--- src/rtl/score_pkg.sv ---
// Shared types and widths for the score counter slice.
// Game-state and hold-phase encodings used by score_counter.
package score_pkg;

  localparam int SCORE_W = 8;

  typedef enum logic [1:0] {
    GS_IDLE      = 2'd0,
    GS_PLAYING   = 2'd1,
    GS_GAME_OVER = 2'd2
  } game_state_e;

  typedef enum logic [1:0] {
    HP_NONE    = 2'd0,
    HP_INITIAL = 2'd1,
    HP_REPEAT  = 2'd2
  } hold_phase_e;

endpackage

--- src/rtl/button_debouncer.sv ---
// Synchroniser plus debouncer for the raw move button.
// Ports: i_clk, i_rst_n (sync, active-low), i_btn (raw) ->
//   o_level (debounced), o_press / o_release (1-cycle pulses).
module button_debouncer #(
  parameter int SYNC_STAGES     = 2,
  parameter int DEBOUNCE_CYCLES = 250000,
  parameter int DEBOUNCE_W      = 18
) (
  input  logic i_clk,
  input  logic i_rst_n,
  input  logic i_btn,
  output logic o_level,
  output logic o_press,
  output logic o_release
);

  logic [SYNC_STAGES-1:0] sync_q;
  logic [DEBOUNCE_W-1:0]  cnt_q;
  logic                   synced;

  assign synced = sync_q[SYNC_STAGES-1];

  always_ff @(posedge i_clk) begin
    if (!i_rst_n) begin
      sync_q    <= '0;
      cnt_q     <= '0;
      o_level   <= 1'b0;
      o_press   <= 1'b0;
      o_release <= 1'b0;
    end else begin
      sync_q    <= {sync_q[SYNC_STAGES-2:0], i_btn};
      o_press   <= 1'b0;
      o_release <= 1'b0;
      if (synced == o_level) begin
        cnt_q <= '0;
      end else if (cnt_q == DEBOUNCE_W'(DEBOUNCE_CYCLES - 1)) begin
        // Edge pulses are registered alongside the level change.
        o_level   <= synced;
        o_press   <= synced;
        o_release <= ~synced;
        cnt_q     <= '0;
      end else begin
        cnt_q <= cnt_q + 1'b1;
      end
    end
  end

endmodule

--- src/rtl/score_counter.sv ---
// Game FSM, press/auto-repeat step counter and frame-latched score.
// Ports: i_clk, i_rst_n, i_move_btn, i_frame_tick, i_start, i_collision
//   -> o_score, o_game_over, o_step, o_high_score.
// Optional high-score register: define SCORE_HIGH_SCORE_EN.
module score_counter
  import score_pkg::*;
#(
  parameter int SYNC_STAGES          = 2,
  parameter int DEBOUNCE_CYCLES      = 250000,
  parameter int DEBOUNCE_W           = 18,
  parameter int INITIAL_DELAY_FRAMES = 20,
  parameter int REPEAT_FRAMES        = 8,
  parameter int SCORE_MAX            = 255
) (
  input  logic               i_clk,
  input  logic               i_rst_n,
  input  logic               i_move_btn,
  input  logic               i_frame_tick,
  input  logic               i_start,
  input  logic               i_collision,
  output logic [SCORE_W-1:0] o_score,
  output logic               o_game_over,
  output logic               o_step,
  output logic [SCORE_W-1:0] o_high_score
);

  localparam int FRAME_MAX =
    (INITIAL_DELAY_FRAMES > REPEAT_FRAMES) ?
    INITIAL_DELAY_FRAMES : REPEAT_FRAMES;
  localparam int FRAME_W = $clog2(FRAME_MAX + 1);

  game_state_e        state_q, state_d;
  hold_phase_e        phase_q, phase_d;
  logic [FRAME_W-1:0] frame_q, frame_d, frame_nxt;
  logic [SCORE_W-1:0] count_q;
  logic               step_req;
  logic               btn_level, btn_press, btn_release;

  button_debouncer #(
    .SYNC_STAGES    (SYNC_STAGES),
    .DEBOUNCE_CYCLES(DEBOUNCE_CYCLES),
    .DEBOUNCE_W     (DEBOUNCE_W)
  ) u_btn (
    .i_clk    (i_clk),
    .i_rst_n  (i_rst_n),
    .i_btn    (i_move_btn),
    .o_level  (btn_level),
    .o_press  (btn_press),
    .o_release(btn_release)
  );

  assign frame_nxt = frame_q + 1'b1;

  always_comb begin
    state_d  = state_q;
    phase_d  = phase_q;
    frame_d  = frame_q;
    step_req = 1'b0;
    unique case (state_q)
      GS_PLAYING: begin
        if (btn_press) begin
          step_req = 1'b1;
          frame_d  = '0;
          phase_d  = HP_INITIAL;
        end else if (btn_release) begin
          frame_d = '0;
          phase_d = HP_NONE;
        end else if (i_frame_tick && btn_level &&
                     phase_q != HP_NONE) begin
          if (phase_q == HP_INITIAL &&
              frame_nxt == FRAME_W'(INITIAL_DELAY_FRAMES)) begin
            step_req = 1'b1;
            frame_d  = '0;
            phase_d  = HP_REPEAT;
          end else if (phase_q == HP_REPEAT &&
                       frame_nxt == FRAME_W'(REPEAT_FRAMES)) begin
            step_req = 1'b1;
            frame_d  = '0;
          end else begin
            frame_d = frame_nxt;
          end
        end
        if (i_collision) begin
          state_d = GS_GAME_OVER;
          phase_d = HP_NONE;
          frame_d = '0;
        end
      end
      GS_IDLE, GS_GAME_OVER: begin
        // Phase stays NONE outside play, so a button already held
        // on entry needs a fresh press before it can step.
        phase_d = HP_NONE;
        frame_d = '0;
        if (i_start) state_d = GS_PLAYING;
      end
      default: begin
        state_d = GS_IDLE;
        phase_d = HP_NONE;
        frame_d = '0;
      end
    endcase
  end

  always_ff @(posedge i_clk) begin
    if (!i_rst_n) begin
      state_q     <= GS_IDLE;
      phase_q     <= HP_NONE;
      frame_q     <= '0;
      count_q     <= '0;
      o_score     <= '0;
      o_game_over <= 1'b0;
      o_step      <= 1'b0;
    end else begin
      state_q     <= state_d;
      phase_q     <= phase_d;
      frame_q     <= frame_d;
      o_game_over <= (state_d == GS_GAME_OVER);
      o_step      <= 1'b0;
      if (state_q != GS_PLAYING && i_start) begin
        count_q <= '0;
      end else if (step_req && !i_collision &&
                   count_q < SCORE_W'(SCORE_MAX)) begin
        count_q <= count_q + 1'b1;
        o_step  <= 1'b1;
      end
      // Pre-step value on a coincident tick; step shows next frame.
      if (i_frame_tick) o_score <= count_q;
    end
  end

`ifdef SCORE_HIGH_SCORE_EN
  logic [SCORE_W-1:0] high_q;

  always_ff @(posedge i_clk) begin
    if (!i_rst_n) begin
      high_q <= '0;
    end else if (state_q == GS_PLAYING &&
                 state_d == GS_GAME_OVER &&
                 count_q > high_q) begin
      high_q <= count_q;
    end
  end

  assign o_high_score = high_q;
`else
  assign o_high_score = '0;
`endif

endmodule
--- config.mk ---
export PLATFORM = sky130hd
export DESIGN_NAME = score_counter
export DESIGN_NICKNAME = d
export VERILOG_FILES = /design/src/rtl/score_pkg.sv /design/src/rtl/button_debouncer.sv /design/src/rtl/score_counter.sv
export SDC_FILE = /design/constraint.sdc
export NUM_CORES = 1
export LEC_CHECK = 0
export CAP_MARGIN = 5
export CORE_UTILIZATION = 40
export CTS_BUF_LIST = sky130_fd_sc_hd__clkbuf_2
export DETAILED_ROUTE_END_ITERATION = 10
export HOLD_SLACK_MARGIN = 0.02
export PLACE_DENSITY = 0.64
export SLEW_MARGIN = 20
export SYNTH_ARGS = -nofsm -noshare
export SYNTH_HDL_FRONTEND = slang
export SYNTH_SLANG_ARGS = --single-unit
--- constraint.sdc ---
create_clock -name i_clk -period 2.3 [get_ports i_clk]
set_clock_uncertainty 0.1 [all_clocks]
set_input_delay 0.69 -clock i_clk [delete_from_list [all_inputs] [get_ports i_clk]]
set_output_delay 0.69 -clock i_clk [all_outputs]
set_load 0.005 [all_outputs]
==> impl_metrics.prom <==
# TYPE chip_impl_metric gauge
chip_impl_info{name="status",value="finished clean"} 1
chip_impl_metric{name="syn-mean-instance-area",unit="sq um"} 8.65
chip_impl_metric{name="design.final.nets",unit=""} 326
chip_impl_metric{name="register_area",unit="sq mm"} 0.00100
chip_impl_metric{name="placed_cells",unit=""} 381
chip_impl_metric{name="core_area",unit="sq mm"} 0.00564
chip_impl_metric{name="first_pass_grt_wire_length",unit="um"} 8500
chip_impl_metric{name="grt_start_max_net_pins",unit=""} 18
chip_impl_metric{name="post_cts_sizing_count",unit=""} 0
chip_impl_metric{name="grt_antenna_before_repair",unit=""} 0
chip_impl_metric{name="finalInstanceArea",unit="sq mm"} 0.00282
chip_impl_metric{name="worst_slew_margin_rel",unit="%"} 56.0
chip_impl_metric{name="ios",unit=""} 24
chip_impl_metric{name="count_of_flip_flops_with_a_built_in_enable_after_synthesis",unit=""} 0
chip_impl_metric{name="final.period_utilization",unit="%"} 94.4
chip_impl_metric{name="synth_compound_gate_area_share",unit="%"} 12.4
chip_impl_metric{name="cts_buffer_depth",unit=""} 2
chip_impl_metric{name="post-synth-top-area-fraction",unit="%"} 41.6
chip_impl_metric{name="die-width",unit="um"} 79.5
chip_impl_info{name="layout.cells.most_common_list",value="sky130_fd_sc_hd__dfxtp_1, sky130_fd_sc_hd__nor2_1, sky130_fd_sc_hd__nand2_1"} 1
chip_impl_metric{name="async_flop_share",unit="%"} 0
chip_impl_metric{name="power.leakage",unit="nW"} 1.06
chip_impl_metric{name="floorplan.die.height",unit="um"} 79.5
chip_impl_metric{name="drtPass1Iterations",unit=""} 4
chip_impl_metric{name="final_cells",unit=""} 389
chip_impl_metric{name="synthCells",unit=""} 278
chip_impl_metric{name="fp-row-count",unit=""} 27
chip_impl_metric{name="number_of_buffer_cells_added_on_primary_ports",unit=""} 15
chip_impl_metric{name="clk-insertion-delay-late",unit="ns"} 0.43
chip_impl_metric{name="yosys.area_share.adder",unit="%"} 2.08
chip_impl_metric{name="fraction_of_layout_instances_using_a_drive_strength_above_1",unit="%"} 12.6
chip_impl_metric{name="gp_congestion",unit=""} 0.783
chip_impl_metric{name="post-route-drc-count",unit=""} 0
chip_impl_metric{name="overflow",unit=""} 0
chip_impl_metric{name="worst-slew-pin-transition",unit="ns"} 0.651
chip_impl_metric{name="slew_violations",unit=""} 0
chip_impl_info{name="crit_slowest_cell",value="sky130_fd_sc_hd__dfxtp_2"} 1
chip_impl_metric{name="final-hold-violation-count",unit=""} 0
chip_impl_metric{name="route.detailed.vias_per_inst",unit=""} 5.15
chip_impl_metric{name="yosys.cell_types.count",unit=""} 51
chip_impl_metric{name="maxCapViolCount",unit=""} 0
chip_impl_metric{name="cellPowerDensity",unit="mW/mm^2"} 501
chip_impl_metric{name="clkSlewWorstSetupHoldPaths",unit="ns"} 0.23
chip_impl_info{name="synth_top_family_by_area",value="simple AND/OR/NAND/NOR gates"} 1
chip_impl_metric{name="area_growth_syn_to_layout",unit="%"} 17.5
chip_impl_metric{name="hold_buffers",unit=""} 0
chip_impl_metric{name="synthesis.area",unit="sq mm"} 0.00240
chip_impl_metric{name="grt_pass1_vias",unit=""} 1847
chip_impl_info{name="setup_repair_after_global_routing_missed_its_margin",value="no"} 1
chip_impl_metric{name="critical_path_fanouts_max",unit=""} 7
chip_impl_metric{name="initial_utilization",unit="%"} 42.6
chip_impl_metric{name="wl_per_cell",unit="um"} 12.3
chip_impl_metric{name="synthSimpleGateAreaFrac",unit="%"} 27.5
chip_impl_metric{name="postCtsSetupRepairBufs",unit=""} 0
chip_impl_metric{name="fillers",unit=""} 540
chip_impl_info{name="worstSetupPathType",value="flop to flop"} 1
chip_impl_metric{name="grt_usage",unit="%"} 17.2
chip_impl_info{name="cts_tree",value="built"} 1
chip_impl_metric{name="worst-path-buf-inv",unit=""} 1
chip_impl_metric{name="layout_min_cycle_time",unit="ns"} 2.17
chip_impl_metric{name="synth-warning-count",unit=""} 0
chip_impl_info{name="post_synth_top_area_cell",value="sky130_fd_sc_hd__dfxtp_1"} 1
chip_impl_metric{name="synthMuxAreaShare",unit="%"} 3.75
chip_impl_metric{name="detailed_place_hpwl",unit="um"} 3550
chip_impl_metric{name="insertedDiodeCount",unit=""} 0
chip_impl_info{name="cpLargestDelayFamily",value="compound AO/OA/AOI/OAI gates"} 1
chip_impl_metric{name="ys_seq_area_share",unit="%"} 41.6
chip_impl_metric{name="final_util",unit="%"} 50.1
chip_impl_metric{name="synth_xor_area_share",unit="%"} 7.29
chip_impl_metric{name="synth-seq-cells",unit=""} 50
chip_impl_metric{name="critical-path-max-stage-delay",unit="ns"} 0.41
chip_impl_info{name="worst_hold_path_type",value="flop to flop"} 1
chip_impl_metric{name="required",unit="ns"} 2.53
chip_impl_metric{name="via_count",unit=""} 2003
chip_impl_metric{name="full_die_area",unit="sq mm"} 0.00632
chip_impl_info{name="worstPathCellList",value="ha_2 > xor2_1 > nand4_1 > or2_1 > buf_4 > o22ai_1 > o21ai_0 > a211oi_1"} 1
chip_impl_metric{name="detailedRoute.firstIterationViolations",unit=""} 116
chip_impl_metric{name="multi_input_area",unit="sq mm"} 0.00131
chip_impl_metric{name="ant_nets",unit=""} 0
chip_impl_info{name="cp-start-kind",value="flop"} 1
chip_impl_info{name="clk_root_buffer_cell",value="sky130_fd_sc_hd__clkbuf_2"} 1
chip_impl_metric{name="achievable-frequency",unit="GHz"} 0.460
chip_impl_metric{name="clock-sinks",unit=""} 50
chip_impl_info{name="yosys-top-cells-area",value="sky130_fd_sc_hd__dfxtp_1, sky130_fd_sc_hd__nor2_1, sky130_fd_sc_hd__xor2_1"} 1
chip_impl_metric{name="cts-htree-levels",unit=""} 2
chip_impl_metric{name="timing.final.setup_violations",unit=""} 0
chip_impl_metric{name="cp.arrival",unit="ns"} 2.40
chip_impl_metric{name="post_dp_cell_area",unit="sq mm"} 0.00275
chip_impl_info{name="mostFrequentLayoutCell",value="sky130_fd_sc_hd__dfxtp_1"} 1
chip_impl_metric{name="totalPowerFinal",unit="mW"} 1.41
chip_impl_metric{name="vdd_ir_drop_max",unit="mV"} 0.426
chip_impl_info{name="critPathCaptureType",value="flop"} 1
chip_impl_metric{name="totalWireLength",unit="um"} 4780
chip_impl_info{name="synth_top_flop_cell",value="sky130_fd_sc_hd__dfxtp_1"} 1
chip_impl_metric{name="numCtsBuffers",unit=""} 5
==> routing by layer <==
layer  share of wire (%)  GRT usage (%)  vias to the layer above
met5                   0              0                        -
met4                 1.4           6.73                        0
met3                 3.2           3.54                        6
met2                  45           26.1                       35
met1                  51           23.6                      920
li1                    -              -                     1042
==> per-stage QoR <==
stage | TNS (ns) | setup slack, ns | hold slack [ns]
final | 0 | 0.128 | 0.367
after global routing | 0 | 0.0234 | 0.380
after CTS | 0 | 0.0678 | 0.369
after detailed placement | -2.32 | -0.261 | 0.320
after global placement | -2.36 | -0.266 | 0.322
after floorplan | 0 | 0.0284 | 0.312
==> registers in the layout, summed over array words and instances (netlist names) <==
name,count
state_q,2
u_btn.cnt_q,18
phase_q,2
frame_q,5
u_btn.o_level,1
o_score,8
o_step,1
count_q,8
u_btn.o_press,1
u_btn.o_release,1
u_btn.sync_q,2
o_game_over,1
==> path summary, 6_finish.rpt <==
| path | start | to | slack (ns) | depth (start not counted) |
|---|---|---|---|---|
| worst max-delay path | frame_q[1] | count_q[2] | 0.13 | 8 |
| worst min register to register | u_btn.sync_q[0] | u_btn.sync_q[1] | 0.37 | 1 |
| worst max register to register | frame_q[1] | count_q[2] | 0.13 | 8 |
| worst min-delay path | u_btn.sync_q[0] | u_btn.sync_q[1] | 0.37 | 1 |
==> cell usage after synthesis (3+ instances only) <==
cell type / count
sky130_fd_sc_hd__and3_1: 5
sky130_fd_sc_hd__nor2_1: 36
sky130_fd_sc_hd__ha_1: 4
sky130_fd_sc_hd__clkbuf_1: 3
sky130_fd_sc_hd__a311o_1: 3
sky130_fd_sc_hd__nor2b_1: 14
sky130_fd_sc_hd__inv_1: 5
sky130_fd_sc_hd__xnor2_1: 7
sky130_fd_sc_hd__nor4b_1: 3
sky130_fd_sc_hd__a21oi_1: 8
sky130_fd_sc_hd__nor3b_1: 3
sky130_fd_sc_hd__o211a_1: 3
sky130_fd_sc_hd__nand4_1: 6
sky130_fd_sc_hd__nand3_1: 19
sky130_fd_sc_hd__xor2_1: 13
sky130_fd_sc_hd__buf_2: 3
sky130_fd_sc_hd__mux2i_1: 9
sky130_fd_sc_hd__nand2_1: 26
sky130_fd_sc_hd__buf_4: 9
sky130_fd_sc_hd__dfxtp_1: 50
sky130_fd_sc_hd__o21ai_0: 5
sky130_fd_sc_hd__nor3_1: 7
==> area by class of cell <==
class	count	share of cell area [%]
repair buffers	40	12.0
clock buffers	6	1.06
clock inverters	2	1.33
multi-input cells	214	46.3
well taps	72	3.19
inverters	5	0.665
flip-flops and latches	50	35.5
==> kinds of logic after synthesis <==
family / count (synthesis)
adder cells (fa/ha/maj): 4
multiplexers: 9
AND/OR/NAND/NOR: 133
other: 1
flip-flops: 50
buffers and inverters: 21
XOR/XNOR: 20
AO/OA/AOI/OAI: 40
==> report_power, final <==
group | internal [mW] | switching (mW) | leakage [nW]
sequential | 0.874 | 0.00377 | 0.404
clock | 0.188 | 0.280 | 0.0392
combinational | 0.0344 | 0.0352 | 0.615
No activity file was read; power rests on OpenSTA's default activity.
==> variant 1 (same settings) <==
Register the output `o_score` once more, cleared by the reset; this adds one clock of latency there. The other outputs are not delayed to match.
--- a/src/rtl/score_counter.sv
+++ b/src/rtl/score_counter.sv
@@ -30,2 +30,4 @@
   localparam int FRAME_W = $clog2(FRAME_MAX + 1);
+
+  logic [SCORE_W-1:0] o_score_s0;
 
@@ -109,3 +111,3 @@
       count_q     <= '0;
-      o_score     <= '0;
+      o_score_s0  <= '0;
       o_game_over <= 1'b0;
@@ -126,3 +128,3 @@
       // Pre-step value on a coincident tick; step shows next frame.
-      if (i_frame_tick) o_score <= count_q;
+      if (i_frame_tick) o_score_s0 <= count_q;
     end
@@ -148,2 +150,10 @@
 
+  always_ff @(posedge i_clk) begin
+    if (!i_rst_n) begin
+      o_score <= '0;
+    end else begin
+      o_score <= o_score_s0;
+    end
+  end
+
 endmodule
Formal check against the unedited RTL: no difference found for any inputs over 10 cycles, from zero or initial values and one cycle with i_rst_n low; that may be too few to reach the edited logic, so the function may still have changed.
==> variant 1 against the unedited design <==
The flow now finishes with violations (setup timing). Area after synthesis up 3.6%. Setup slack got worse by 0.26 ns. Sequential cell count increased by 8. Combinational power decreased by 19%. Core utilization about the same. Final area rose by 5.7%. Die area increased by 3.5%. Power is 22% higher. Count of clock-buffer cells in the layout is 3 higher. Routed wire length down 3.0%. Sequential share of layout area increased by 3.5 points. Largest power group unchanged. Highest routed layer unchanged.
==> variant 1: results <==
metrics = {
    "detailed_routing": {
        "totalWireLength_um": 4630,
        "first_iter_violations": 89,
        "firstDrtPassIters": 4,
        "vias_per_cell": 4.99,
    },
    "final_layout": {
        "diodes": 0,
        "largest_reg_flops": 18,
        "top_register": "u_btn.cnt_q",
        "layout-drive-gt1-share_pct": 15.1,
        "nets": 322,
        "n_fill_cell": 584,
        "area_growth_pct": 19.8,
    },
    "clocking": {
        "clock_latency_ns": 0.48,
        "clk_pin_slew_ns": 0.18,
        "htreeDepth": 3,
        "numCtsBuffers": 9,
        "root_buffer": "clkbuf_2",
        "clk_path_buf_depth": 2,
    },
    "setup_path": {
        "arrival_ns": 2.73,
        "worst_r2r_endpoint": "count_q[4]$_SDFFE_PP0P_",
        "crit_path_top_delay_cell": "dfxtp_2",
        "crit_fanout": 6,
        "cp-startpoint": "frame_q[0]$_SDFFE_PP0P_",
        "critPathKind": "register to register",
        "reg2reg_depth": 7,
        "crit_family": "compound AO/OA/AOI/OAI gates",
        "critPathMaxStageDelay_ns": 0.37,
    },
    "timing": {
        "worst_slack_ns": -0.136,
        "finalSetupViolations": 3,
    },
    "logic_synthesis": {
        "yosys-top-cells-count": "dfxtp_1, nor2_1, nand2_1",
        "yosys_most_used_dff": "dfxtp_1",
        "ys_seq_area_share_pct": 46.6,
        "synthArstFlopShare_pct": 0,
        "ys_types": 40,
        "ys_warn_count": 0,
        "synth.area.top_cells": "dfxtp_1, xor2_1, nor2_1, mux2i_1, nand2_1",
    },
    "pwr": {
        "peakVddDrop_uv": 418,
        "p_leak_uw": 0.00110,
    },
    "outcome": {
        "violations": "setup timing",
        "status": "finished, violations left",
    },
    "placed_design": {
        "place.gp.congestion": 0.791,
        "place_hpwl_um": 3220,
        "port_buffers": 15,
        "place_ws_ns": -0.305,
    },
    "global_routing": {
        "grt_pass1_vias": 1842,
        "grt_pass1_wl_um": 8290,
        "grt_max_degree": 18,
        "antenna_found_initial": 0,
        "grt.total_usage_pct": 16.8,
    },
    "min_path": {
        "hp-class": "register to register",
        "min_from": "o_score_s0[6]$_SDFFE_PN0P_",
    },
}
## variant 1: worst min path at each step
stage	cells after the start	slack, ns	endpoint
after global routing	1	0.38	o_score[7]$_SDFF_PN0_
final	1	0.38	o_score[6]$_SDFF_PN0_
after CTS	1	0.38	o_score[7]$_SDFF_PN0_
after detailed placement	1	0.33	u_btn.sync_q[1]$_SDFF_PN0_
after floorplan	1	0.31	u_btn.sync_q[1]$_SDFF_PN0_
after global placement	1	0.32	u_btn.sync_q[1]$_SDFF_PN0_
## variant 1: kinds of logic after synthesis
family | Yosys count | share of synthesized area, %
simple gates | 130 | 27.4
flops | 58 | 46.6
compound gates | 32 | 8.09
xor+xnor | 19 | 6.68
buf+inv | 19 | 4.17
mux | 11 | 4.82
fa+ha+maj | 4 | 2.01
other cells | 1 | 0.151
## variant 1: power breakdown
group	total, µW	internal (µW)	switching [µW]
Clock	655	247	408
Sequential	1010	1010	2.94
Combinational	56.6	26.9	29.7
Total	1730	1280	441
## variant 1: through the flow
step                TNS (ns)  util (%)  instance area [µm²]  instances
finish                -0.166      50.1                 2980        392
CTS                   -0.131      49.8                 2960        392
floorplan            -0.0536         -                 2540        281
global route          -0.469      50.1                 2980        392
detailed placement     -1.58      47.5                 2830        375
global placement       -1.41      47.5                 2830        375
## variant 1: what timing repair did
item                       CTS  global route
pin swaps                    7             2
setup endpoints to repair    5             5
hold buffers                 0             0
gates resized for setup      2             5
buffers inserted             1             0
## variant 1: layout make-up
type	count	area, µm²	share of cell area [%]
multi-input combinational	204	1290	43.3
sequential	58	1160	39.0
timing repair buffer	35	304	10.2
tap	75	93.8	3.14
clock inverter	7	70.1	2.35
clock buffer	9	45.0	1.51
inverter	4	15.0	0.503
## variant 1: per-layer routing
metal  GRT usage, %  part of all wire, %  vias to the layer above
li1               -                    -                     1006
met2           25.9                   46                       32
met4           10.2                  2.0                        0
met5              0                    0                        -
met3           4.16                  3.1                        8
met1           21.0                   49                      909
==> variant 2 (same settings) <==
Made on the original files. Build with the macro `SCORE_HIGH_SCORE_EN` defined.
--- a/src/rtl/score_counter.sv
+++ b/src/rtl/score_counter.sv
@@ -4,2 +4,4 @@
 // Optional high-score register: define SCORE_HIGH_SCORE_EN.
+`define SCORE_HIGH_SCORE_EN
+
 module score_counter
Behaviour: same outputs for any inputs over 10 cycles, from zero or initial values and one cycle with i_rst_n low; that may be too few to reach the edited logic, so the function may still have changed.
==> variant 2 against the unedited design <==
The flow now finishes with violations (DRC). Sequential cell count increased by 8. Highest routed layer unchanged. Count of clock-buffer cells in the layout up 3. Worst hold slack worse by 0.010 ns. Sequential power up 15%. Power increased by 8.8%. Final area rose by 19%. Routed wire length rose by 11%. Setup slack worse by 0.11 ns. Critical path depth is the same. Via count rose by 10%. Area after synthesis grew 13%. Core utilization increased by 1.9 points.
==> variant 2: results <==
metrics = {
    "detailed_routing": {
        "wl_per_cell_um": 12.1,
        "vias": 2203,
        "first_iter_violations": 89,
        "firstDrtPassIters": 7,
        "met2_length_um": 2510,
        "met3WireLength_um": 218,
        "met1_length_um": 2470,
        "drc": 6,
    },
    "final_layout": {
        "nClkBuffers": 9,
        "inv_count": 13,
        "buf_share_pct": 13.2,
        "clock_area_share_pct": 2.09,
        "nNonClkBuffers": 49,
        "multi_input_area_um2": 1530,
        "n_fill_cell": 611,
        "nets": 373,
        "layout-drive-gt1-share_pct": 15.6,
        "register_area_um2": 1170,
        "area_growth_pct": 23.9,
        "final_cells": 436,
    },
    "logic_synthesis": {
        "netlist_instances": 304,
        "synth_mux_area_share_pct": 6.65,
        "synth.area.top_cells": "dfxtp_1, mux2i_1, ha_1, nand2_1, nor2_1",
        "synthAdderAreaFrac_pct": 5.55,
        "synth-compound-area-share_pct": 8.27,
        "ys_types": 43,
        "ys_seq_area_share_pct": 42.9,
        "synthXorXnorAreaFrac_pct": 7.07,
        "yosys-top-cells-count": "dfxtp_1, nand2_1, nor2_1",
    },
    "pwr": {
        "total_power_uw": 1540,
        "combPwrFrac_pct": 3.8,
        "peakVddDrop_uv": 366,
        "clkPwrFrac_pct": 30.5,
        "swShare_pct": 25.0,
        "p_leak_uw": 0.00120,
    },
    "outcome": {
        "violations": "DRC",
        "status": "finished, violations left",
    },
    "global_routing": {
        "use_met1_pct": 17.9,
        "grt_pass1_vias": 1915,
        "grtUsageMet3_pct": 5.01,
        "grt_util_met2_pct": 25.7,
        "grt.total_usage_pct": 15.5,
        "grt_pass1_wl_um": 8620,
    },
    "clocking": {
        "htreeDepth": 3,
        "post_cts_resized": 3,
        "clock_latency_ns": 0.46,
        "clock_sinks": 58,
        "post_cts_buffers": 1,
        "clk_pin_slew_ns": 0.14,
    },
    "placed_design": {
        "place_inst": 418,
        "port_buffers": 23,
        "place_hpwl_um": 3740,
        "place_ws_ns": -0.619,
        "place_area_um2": 3170,
    },
    "setup_path": {
        "crit_fanout": 5,
        "arrival_ns": 2.57,
    },
    "floorplan": {
        "fp-row-count": 29,
    },
    "timing": {
        "relSlewSlack_pct": 71.0,
    },
}
-- variant 2: cell types whose count changed after synthesis, moves of 8 or more --
cell,delta
mux2i_1,+9
dfxtp_1,+8
inv_1,+8
ha_1,+8
-- variant 2: final timing paths --
| kind | start | to | slack [ns] | cells past startpoint |
|---|---|---|---|---|
| worst min-delay path | u_btn.sync_q[0]$_SDFF_PN0_ | u_btn.sync_q[1]$_SDFF_PN0_ | 0.36 | 1 |
| worst min register to register | u_btn.sync_q[0]$_SDFF_PN0_ | u_btn.sync_q[1]$_SDFF_PN0_ | 0.36 | 1 |
| worst max register to register | frame_q[0]$_SDFFE_PP0P_ | count_q[7]$_SDFFE_PP0P_ | 0.08 | 7 |
| worst max-delay path | i_frame_tick | count_q[7]$_SDFFE_PP0P_ | 0.02 | 8 |
-- variant 2: worst max-delay path: stages --
cell	delay [ns]
dlygate4sd2_1	0.26
o211ai_1	0.13
or2_1	0.29
buf_4	0.15
nor4_4	0.34
o31ai_4	0.15
or4_4	0.43
a21oi_2	0.13
